`src/rtl/ow_pkg.sv`:
```
// 1-Wire word interface package: FSM state type, operation type and the
// default timing constants for a 50 MHz clock.
package ow_pkg;

    typedef enum logic [2:0] {
        StIdle,
        StRstLow,
        StRstWait,
        StSlot,
        StRecov
    } ow_state_e;

    typedef enum logic [1:0] {
        OpRst,
        OpWr,
        OpRd
    } ow_op_e;

    // Default timing in clk cycles at 50 MHz.
    localparam int unsigned OW_DATA_W          = 8;
    localparam int unsigned OW_CNT_RST_LOW     = 24000;
    localparam int unsigned OW_CNT_RST_WAIT    = 24000;
    localparam int unsigned OW_CNT_PRES_SAMPLE = 3500;
    localparam int unsigned OW_CNT_SLOT        = 3250;
    localparam int unsigned OW_CNT_LOW_1       = 100;
    localparam int unsigned OW_CNT_WR0_LOW     = 3000;
    localparam int unsigned OW_CNT_RD_SAMPLE   = 700;
    localparam int unsigned OW_CNT_RECOVERY    = 100;

    function automatic int unsigned max2(input int unsigned a, input int unsigned b);
        return (a > b) ? a : b;
    endfunction

endpackage

```
`src/rtl/ow_phase_cnt.sv`:
```
// Phase counter for the 1-Wire FSM.
//   clk, rst : clock and synchronous active-high reset
//   clr      : clear to zero (has priority over en)
//   en       : count up by one
//   last     : terminal value of the current phase
//   cnt      : current phase count
//   tc       : high while cnt equals last
module ow_phase_cnt #(
    parameter int unsigned W = 8
) (
    input  logic         clk,
    input  logic         rst,
    input  logic         clr,
    input  logic         en,
    input  logic [W-1:0] last,
    output logic [W-1:0] cnt,
    output logic         tc
);

    logic [W-1:0] cnt_q;

    always_ff @(posedge clk) begin
        if (rst || clr) begin
            cnt_q <= '0;
        end else if (en) begin
            cnt_q <= cnt_q + 1'b1;
        end
    end

    assign cnt = cnt_q;
    assign tc  = (cnt_q == last);

endmodule

```
`src/rtl/ow_intf_word.sv`:
```
// 1-Wire master, word level: bus reset with presence detect, DATA_W-bit
// write and DATA_W-bit read, LSB first.
//   rst_en / wr_en / rd_en : command requests, accepted only while rdy=1
//   wdata                  : write word, latched on accept
//   rdata, rdata_vld       : last read word and its one-cycle strobe
//   presence, presence_vld : presence result and its one-cycle strobe
//   dq_out, dq_out_en      : open-drain bus drive (dq_out is always 0)
//   dq_in                  : sampled bus level
//   rdy                    : idle, ready for a command
module ow_intf_word
    import ow_pkg::*;
#(
    parameter int unsigned DATA_W          = OW_DATA_W,
    parameter int unsigned CNT_RST_LOW     = OW_CNT_RST_LOW,
    parameter int unsigned CNT_RST_WAIT    = OW_CNT_RST_WAIT,
    parameter int unsigned CNT_PRES_SAMPLE = OW_CNT_PRES_SAMPLE,
    parameter int unsigned CNT_SLOT        = OW_CNT_SLOT,
    parameter int unsigned CNT_LOW_1       = OW_CNT_LOW_1,
    parameter int unsigned CNT_WR0_LOW     = OW_CNT_WR0_LOW,
    parameter int unsigned CNT_RD_SAMPLE   = OW_CNT_RD_SAMPLE,
    parameter int unsigned CNT_RECOVERY    = OW_CNT_RECOVERY
) (
    input  logic              clk,
    input  logic              rst,
    input  logic              rst_en,
    input  logic              wr_en,
    input  logic [DATA_W-1:0] wdata,
    input  logic              rd_en,
    output logic [DATA_W-1:0] rdata,
    output logic              rdata_vld,
    output logic              presence,
    output logic              presence_vld,
    output logic              dq_out,
    output logic              dq_out_en,
    input  logic              dq_in,
    output logic              rdy
);

    localparam int unsigned CNT_MAX =
        max2(max2(max2(CNT_RST_LOW, CNT_RST_WAIT), max2(CNT_PRES_SAMPLE, CNT_SLOT)),
             max2(max2(CNT_LOW_1, CNT_WR0_LOW), max2(CNT_RD_SAMPLE, CNT_RECOVERY)));
    localparam int unsigned CNT_W = (CNT_MAX > 1) ? $clog2(CNT_MAX) : 1;
    localparam int unsigned BIT_W = (DATA_W > 1) ? $clog2(DATA_W) : 1;

    localparam logic [CNT_W-1:0] LAST_RST_LOW  = CNT_W'(CNT_RST_LOW - 1);
    localparam logic [CNT_W-1:0] LAST_RST_WAIT = CNT_W'(CNT_RST_WAIT - 1);
    localparam logic [CNT_W-1:0] LAST_PRES     = CNT_W'(CNT_PRES_SAMPLE - 1);
    localparam logic [CNT_W-1:0] LAST_SLOT     = CNT_W'(CNT_SLOT - 1);
    localparam logic [CNT_W-1:0] LAST_RD       = CNT_W'(CNT_RD_SAMPLE - 1);
    localparam logic [CNT_W-1:0] LAST_RECOV    = CNT_W'(CNT_RECOVERY - 1);
    localparam logic [CNT_W-1:0] LEN_LOW_1     = CNT_W'(CNT_LOW_1);
    localparam logic [CNT_W-1:0] LEN_WR0_LOW   = CNT_W'(CNT_WR0_LOW);
    localparam logic [BIT_W-1:0] LAST_BIT      = BIT_W'(DATA_W - 1);

    // Timing relations the slot and reset sequencing depend on.
    if (!(CNT_LOW_1 < CNT_RD_SAMPLE && CNT_RD_SAMPLE < CNT_WR0_LOW &&
          CNT_WR0_LOW < CNT_SLOT && CNT_PRES_SAMPLE < CNT_RST_WAIT &&
          CNT_LOW_1 >= 1 && CNT_PRES_SAMPLE >= 1 && CNT_RST_LOW >= 1 &&
          CNT_RECOVERY >= 1 && DATA_W >= 2)) begin : g_param_err
        $error("ow_intf_word: inconsistent timing parameters");
    end

    ow_state_e          state_q, state_d;
    ow_op_e             op_q;
    logic [DATA_W-1:0]  sh_q;
    logic [BIT_W-1:0]   bit_q;
    logic [DATA_W-1:0]  rdata_q;
    logic               rdata_vld_q;
    logic               presence_q;
    logic               presence_vld_q;

    logic [CNT_W-1:0]   cnt;
    logic [CNT_W-1:0]   cnt_last;
    logic [CNT_W-1:0]   low_len;
    logic               tc;
    logic               accept;

    ow_phase_cnt #(
        .W (CNT_W)
    ) u_phase_cnt (
        .clk  (clk),
        .rst  (rst),
        .clr  (state_d != state_q),
        .en   (state_q != StIdle),
        .last (cnt_last),
        .cnt  (cnt),
        .tc   (tc)
    );

    assign accept = (state_q == StIdle) && (rst_en || wr_en || rd_en);

    // Write-0 slots hold the bus low long; write-1 and read slots only briefly.
    assign low_len = (op_q == OpWr && !sh_q[0]) ? LEN_WR0_LOW : LEN_LOW_1;

    always_comb begin
        cnt_last  = '0;
        state_d   = state_q;
        dq_out_en = 1'b0;
        unique case (state_q)
            StIdle: begin
                if (rst_en) begin
                    state_d = StRstLow;
                end else if (wr_en || rd_en) begin
                    state_d = StSlot;
                end
            end
            StRstLow: begin
                cnt_last  = LAST_RST_LOW;
                dq_out_en = 1'b1;
                if (tc) state_d = StRstWait;
            end
            StRstWait: begin
                cnt_last = LAST_RST_WAIT;
                if (tc) state_d = StIdle;
            end
            StSlot: begin
                cnt_last  = LAST_SLOT;
                dq_out_en = (cnt < low_len);
                if (tc) state_d = StRecov;
            end
            StRecov: begin
                cnt_last = LAST_RECOV;
                if (tc) state_d = (bit_q == LAST_BIT) ? StIdle : StSlot;
            end
            default: state_d = StIdle;
        endcase
    end

    always_ff @(posedge clk) begin
        if (rst) begin
            state_q        <= StIdle;
            op_q           <= OpRst;
            sh_q           <= '0;
            bit_q          <= '0;
            rdata_q        <= '0;
            rdata_vld_q    <= 1'b0;
            presence_q     <= 1'b0;
            presence_vld_q <= 1'b0;
        end else begin
            state_q        <= state_d;
            rdata_vld_q    <= 1'b0;
            presence_vld_q <= 1'b0;
            if (accept) begin
                sh_q  <= wdata;
                bit_q <= '0;
                op_q  <= rst_en ? OpRst : (wr_en ? OpWr : OpRd);
            end
            if (state_q == StRstWait) begin
                if (cnt == LAST_PRES) presence_q <= ~dq_in;
                if (tc) presence_vld_q <= 1'b1;
            end
            if (state_q == StSlot) begin
                // Reads shift in at the sample point; writes retire a bit at slot end.
                if (op_q == OpRd && cnt == LAST_RD) begin
                    sh_q <= {dq_in, sh_q[DATA_W-1:1]};
                end else if (op_q == OpWr && tc) begin
                    sh_q <= {1'b0, sh_q[DATA_W-1:1]};
                end
            end
            if (state_q == StRecov && tc) begin
                if (bit_q == LAST_BIT) begin
                    if (op_q == OpRd) begin
                        rdata_q     <= sh_q;
                        rdata_vld_q <= 1'b1;
                    end
                end else begin
                    bit_q <= bit_q + 1'b1;
                end
            end
        end
    end

    assign rdy          = (state_q == StIdle);
    assign dq_out       = 1'b0;
    assign rdata        = rdata_q;
    assign rdata_vld    = rdata_vld_q;
    assign presence     = presence_q;
    assign presence_vld = presence_vld_q;

endmodule

```
`config.mk`:
```
export PLATFORM = sky130hd
export DESIGN_NAME = ow_intf_word
export DESIGN_NICKNAME = d
export VERILOG_FILES = /design/src/rtl/ow_pkg.sv /design/src/rtl/ow_phase_cnt.sv /design/src/rtl/ow_intf_word.sv
export SDC_FILE = /design/constraint.sdc
export NUM_CORES = 1
export LEC_CHECK = 0
export CAP_MARGIN = 20
export CORE_ASPECT_RATIO = 1.75
export CORE_MARGIN = 1
export CORE_UTILIZATION = 51
export CTS_CLUSTER_SIZE = 12
export DETAILED_ROUTE_END_ITERATION = 8
export GPL_TIMING_DRIVEN = 0
export PLACE_DENSITY = 0.76
export SLEW_MARGIN = 15
export SYNTH_ARGS = -nofsm -noshare
export SYNTH_HDL_FRONTEND = slang
export SYNTH_HIERARCHICAL = 1
export SYNTH_SLANG_ARGS = --single-unit
```
`constraint.sdc`:
```
create_clock -name clk -period 2.51 [get_ports clk]
set_input_delay 0.6275 -clock clk [delete_from_list [all_inputs] [get_ports clk]]
set_output_delay 0.6275 -clock clk [all_outputs]
set_load 0.02 [all_outputs]
```
==> flow_metrics.tcl <==
set metrics [dict create \
    outcome "complete, but fails checks" \
    layout-drive-gt1-share_pct 25.2 \
    avgSynthCellArea_um2 8.80 \
    ir_worst_vdd_uv 435 \
    area_growth_pct 28.0 \
    hold_class "flip-flop to flip-flop" \
    ios 28 \
    gr-total-overflow 0 \
    htreeDepth 2 \
    grt_antenna_before_repair 0 \
    arrival_ps 2050 \
    cts_buffers 5 \
    ys_ff_latch 42 \
    worstPathRequired_ps 1880 \
    root_buffer "clkbuf_8" \
    wire_per_inst_um 16.4 \
    die_area_um2 5300 \
    ys_warn_count 6 \
    cts.sinks 42 \
    violations "negative setup slack" \
    path_max_fanout 6 \
    grt_max_degree 15 \
    placed_area_um2 2910 \
    dp_hpwl_um 4390 \
    fin_skew_ps 3.99 \
    cpPeakStageDelay_ps 380 \
    clock.fmax_mhz 374 \
    drc_errors 0 \
    p_leak_nw 1.12 \
    die_height_um 95.6 \
    cts_tree "yes" \
    yosysTopAreaCellShare_pct 33.0 \
    startpoint_type "flip-flop" \
    setup_viol 8 \
    synth_seq_area_share_pct 33.0 \
    via_count 2261 \
    synth_common_cells "42 x dfxtp_1, 34 x nor2_1, 25 x xnor2_1" \
    yosysMostFrequentCell "dfxtp_1" \
    fin_crit_sh_pct 107 \
    slew_viol_final 0 \
    synth_cells 290 \
    ant_nets 0 \
    period_needed_ps 2680 \
    async_flop_share_pct 0 \
    first_pass_iters 4 \
    synth_edf_count 0 \
    synth_area_leaders "dfxtp_1 33%, xnor2_1 8.6%, nor2_1 5.0%" \
    tightest_slew_ps 671 \
    portBuffers 26 \
    worstRegToRegCells 13 \
    hold_violations 0 \
    max_slew_margin_pct 54.9 \
    fp.dieW_um 55.5 \
    timing.final.ws_setup_ps -167 \
    grt_pass1_vias 2276 \
    drtIter0Drc 49 \
    worstSkewPairLatency_ps 290 \
    rsz0062_at_grt "true" \
    synthDistinctLibCells 58 \
    grt_pass1_wl_um 10400 \
    grt_use_total_pct 24.8 \
    cp-end-kind "primary output" \
    synth_area_um2 2550 \
    powerDensity_nw_per_um2 521 \
    crit_slowest_cell "dfxtp_4" \
    gp_congestion 0.901 \
    coreArea_um2 4750 \
    dp_cells 370 \
    path_cells "nor3b_4 > inv_2 > ha_4 > nand3_2 > a211oi_2 > o21ai_1 > a31o_2 > buf_6" \
    clkTransAtPathRegs_ps 80 \
    start_util_pct 53.7 \
    synth_top_area_cell "dfxtp_1" \
    ys.flop_type "dfxtp_1" \
    cts_max_path_buffers 2 \
    nets 357 \
    routed_wl_um 6380 \
    antennaDiodeCount 0 \
    crit_type "flip-flop to primary output" \
    viasPerCell 5.81 \
    maxCapViolCount 0 \
    fillers 396 \
    layout.cells.non_filler 389 \
    final_cell_area_um2 3270 \
    rows 33 \
    hold_path_depth 2 \
]
## per-layer routing
layer  vias up  global-route usage (%)  share of wire, %
met3        15                    4.07               2.5
met5         -                       0                 0
met2        54                    48.2                56
li1       1121                       -                 -
met1      1071                    25.4                39
met4         0                    11.7               2.9
## where the power goes
part,internal (W),switching [W]
Sequential,0.000691,0.0000331
Clock,0.000318,0.000228
Combinational,0.000226,0.000205
## worst max-delay path, delay by kind of cell, from the launching register on
kind            cells  cell delay, ps
fa+ha+maj           1             290
simple gates        2             290
flops               1             380
compound gates      3             570
buf+inv             2             240
## timing repair
item | 4_1_cts | 5_1_grt
hold buffers | 0 | 0
pin swaps | 10 | 6
setup buffers | 10 | 2
setup endpoints to repair | 25 | 33
cloned | 0 | 1
gates resized for setup | 34 | 16
## metrics by stage
step,power (W),setup WS (ps),setup TNS [ps],hold WS [ps],utilization (%)
3_3_place_gp,0.00108,-706,-7310,460,61.4
4_1_cts,0.00169,-205,-716,478,67.5
5_1_grt,0.00177,-240,-2200,505,68.8
6_report,0.00170,-167,-605,473,68.8
2_1_floorplan,0.000997,4.11,0,452,-
3_5_place_dp,0.00109,-764,-8010,467,61.4
## layout make-up
| class | instances | area (um^2) | area share, % |
|---|---|---|---|
| flip-flops and latches | 42 | 852 | 26.1 |
| well taps | 52 | 65.1 | 1.99 |
| repair buffers | 39 | 364 | 11.1 |
| inverters | 7 | 26.3 | 0.805 |
| multi-input cells | 226 | 1700 | 51.9 |
| clock inverters | 1 | 30.0 | 0.920 |
| plain buffers | 16 | 150 | 4.60 |
| clock buffers | 6 | 82.6 | 2.53 |
## registers in the layout (all words and copies together) (netlist names)
name	flops
presence	1
state_q	3
rdata	8
rdata_vld	1
bit_q	3
sh_q	8
op_q	2
u_phase_cnt/cnt	15
presence_vld	1
## worst paths after layout
kind | end | start | slack, ps
min | bit_q[2] | bit_q[2] | 470
max | dq_out_en | op_q[1] | -170
min reg2reg | bit_q[2] | bit_q[2] | 470
max reg2reg | sh_q[6] | state_q[1] | -70
## cell usage in the layout (no fill, tap or decap), drive strengths merged, types with 2 or more instances in the layout
cell type / Yosys / routed
inv: 7 / 7
clkdlybuf4s50: 0 / 24
dfxtp: 42 / 42
xnor2: 25 / 25
nor3: 8 / 8
and2b: 7 / 7
nand2b: 4 / 4
ha: 6 / 6
nand3: 19 / 19
clkbuf: 10 / 15
nand4: 7 / 7
nand4b: 2 / 2
or2: 3 / 3
a21oi: 21 / 21
mux2i: 10 / 10
o21ai: 14 / 14
or4bb: 2 / 2
a211oi: 4 / 4
a31o: 2 / 2
buf: 7 / 21
nand2: 10 / 10
nand3b: 3 / 3
and4: 2 / 2
nor2: 34 / 34
nor4: 4 / 4
mux2: 7 / 7
nor2b: 2 / 2
nor3b: 5 / 5
and3b: 3 / 3
or3: 5 / 5
xor2: 3 / 3
conb: 1 / 3
## kinds of logic after synthesis
| group | count (synthesis) | synth area share [%] |
|---|---|---|
| AND/OR/NAND/NOR | 126 | 29.9 |
| flip-flops | 42 | 33.0 |
| XOR/XNOR | 28 | 9.61 |
| buffers and inverters | 24 | 6.18 |
| other | 1 | 0.147 |
| multiplexers | 17 | 8.04 |
| adder cells (fa/ha/maj) | 6 | 2.94 |
| AO/OA/AOI/OAI | 46 | 10.3 |
Note: power is estimated with default switching activity, not from simulation.
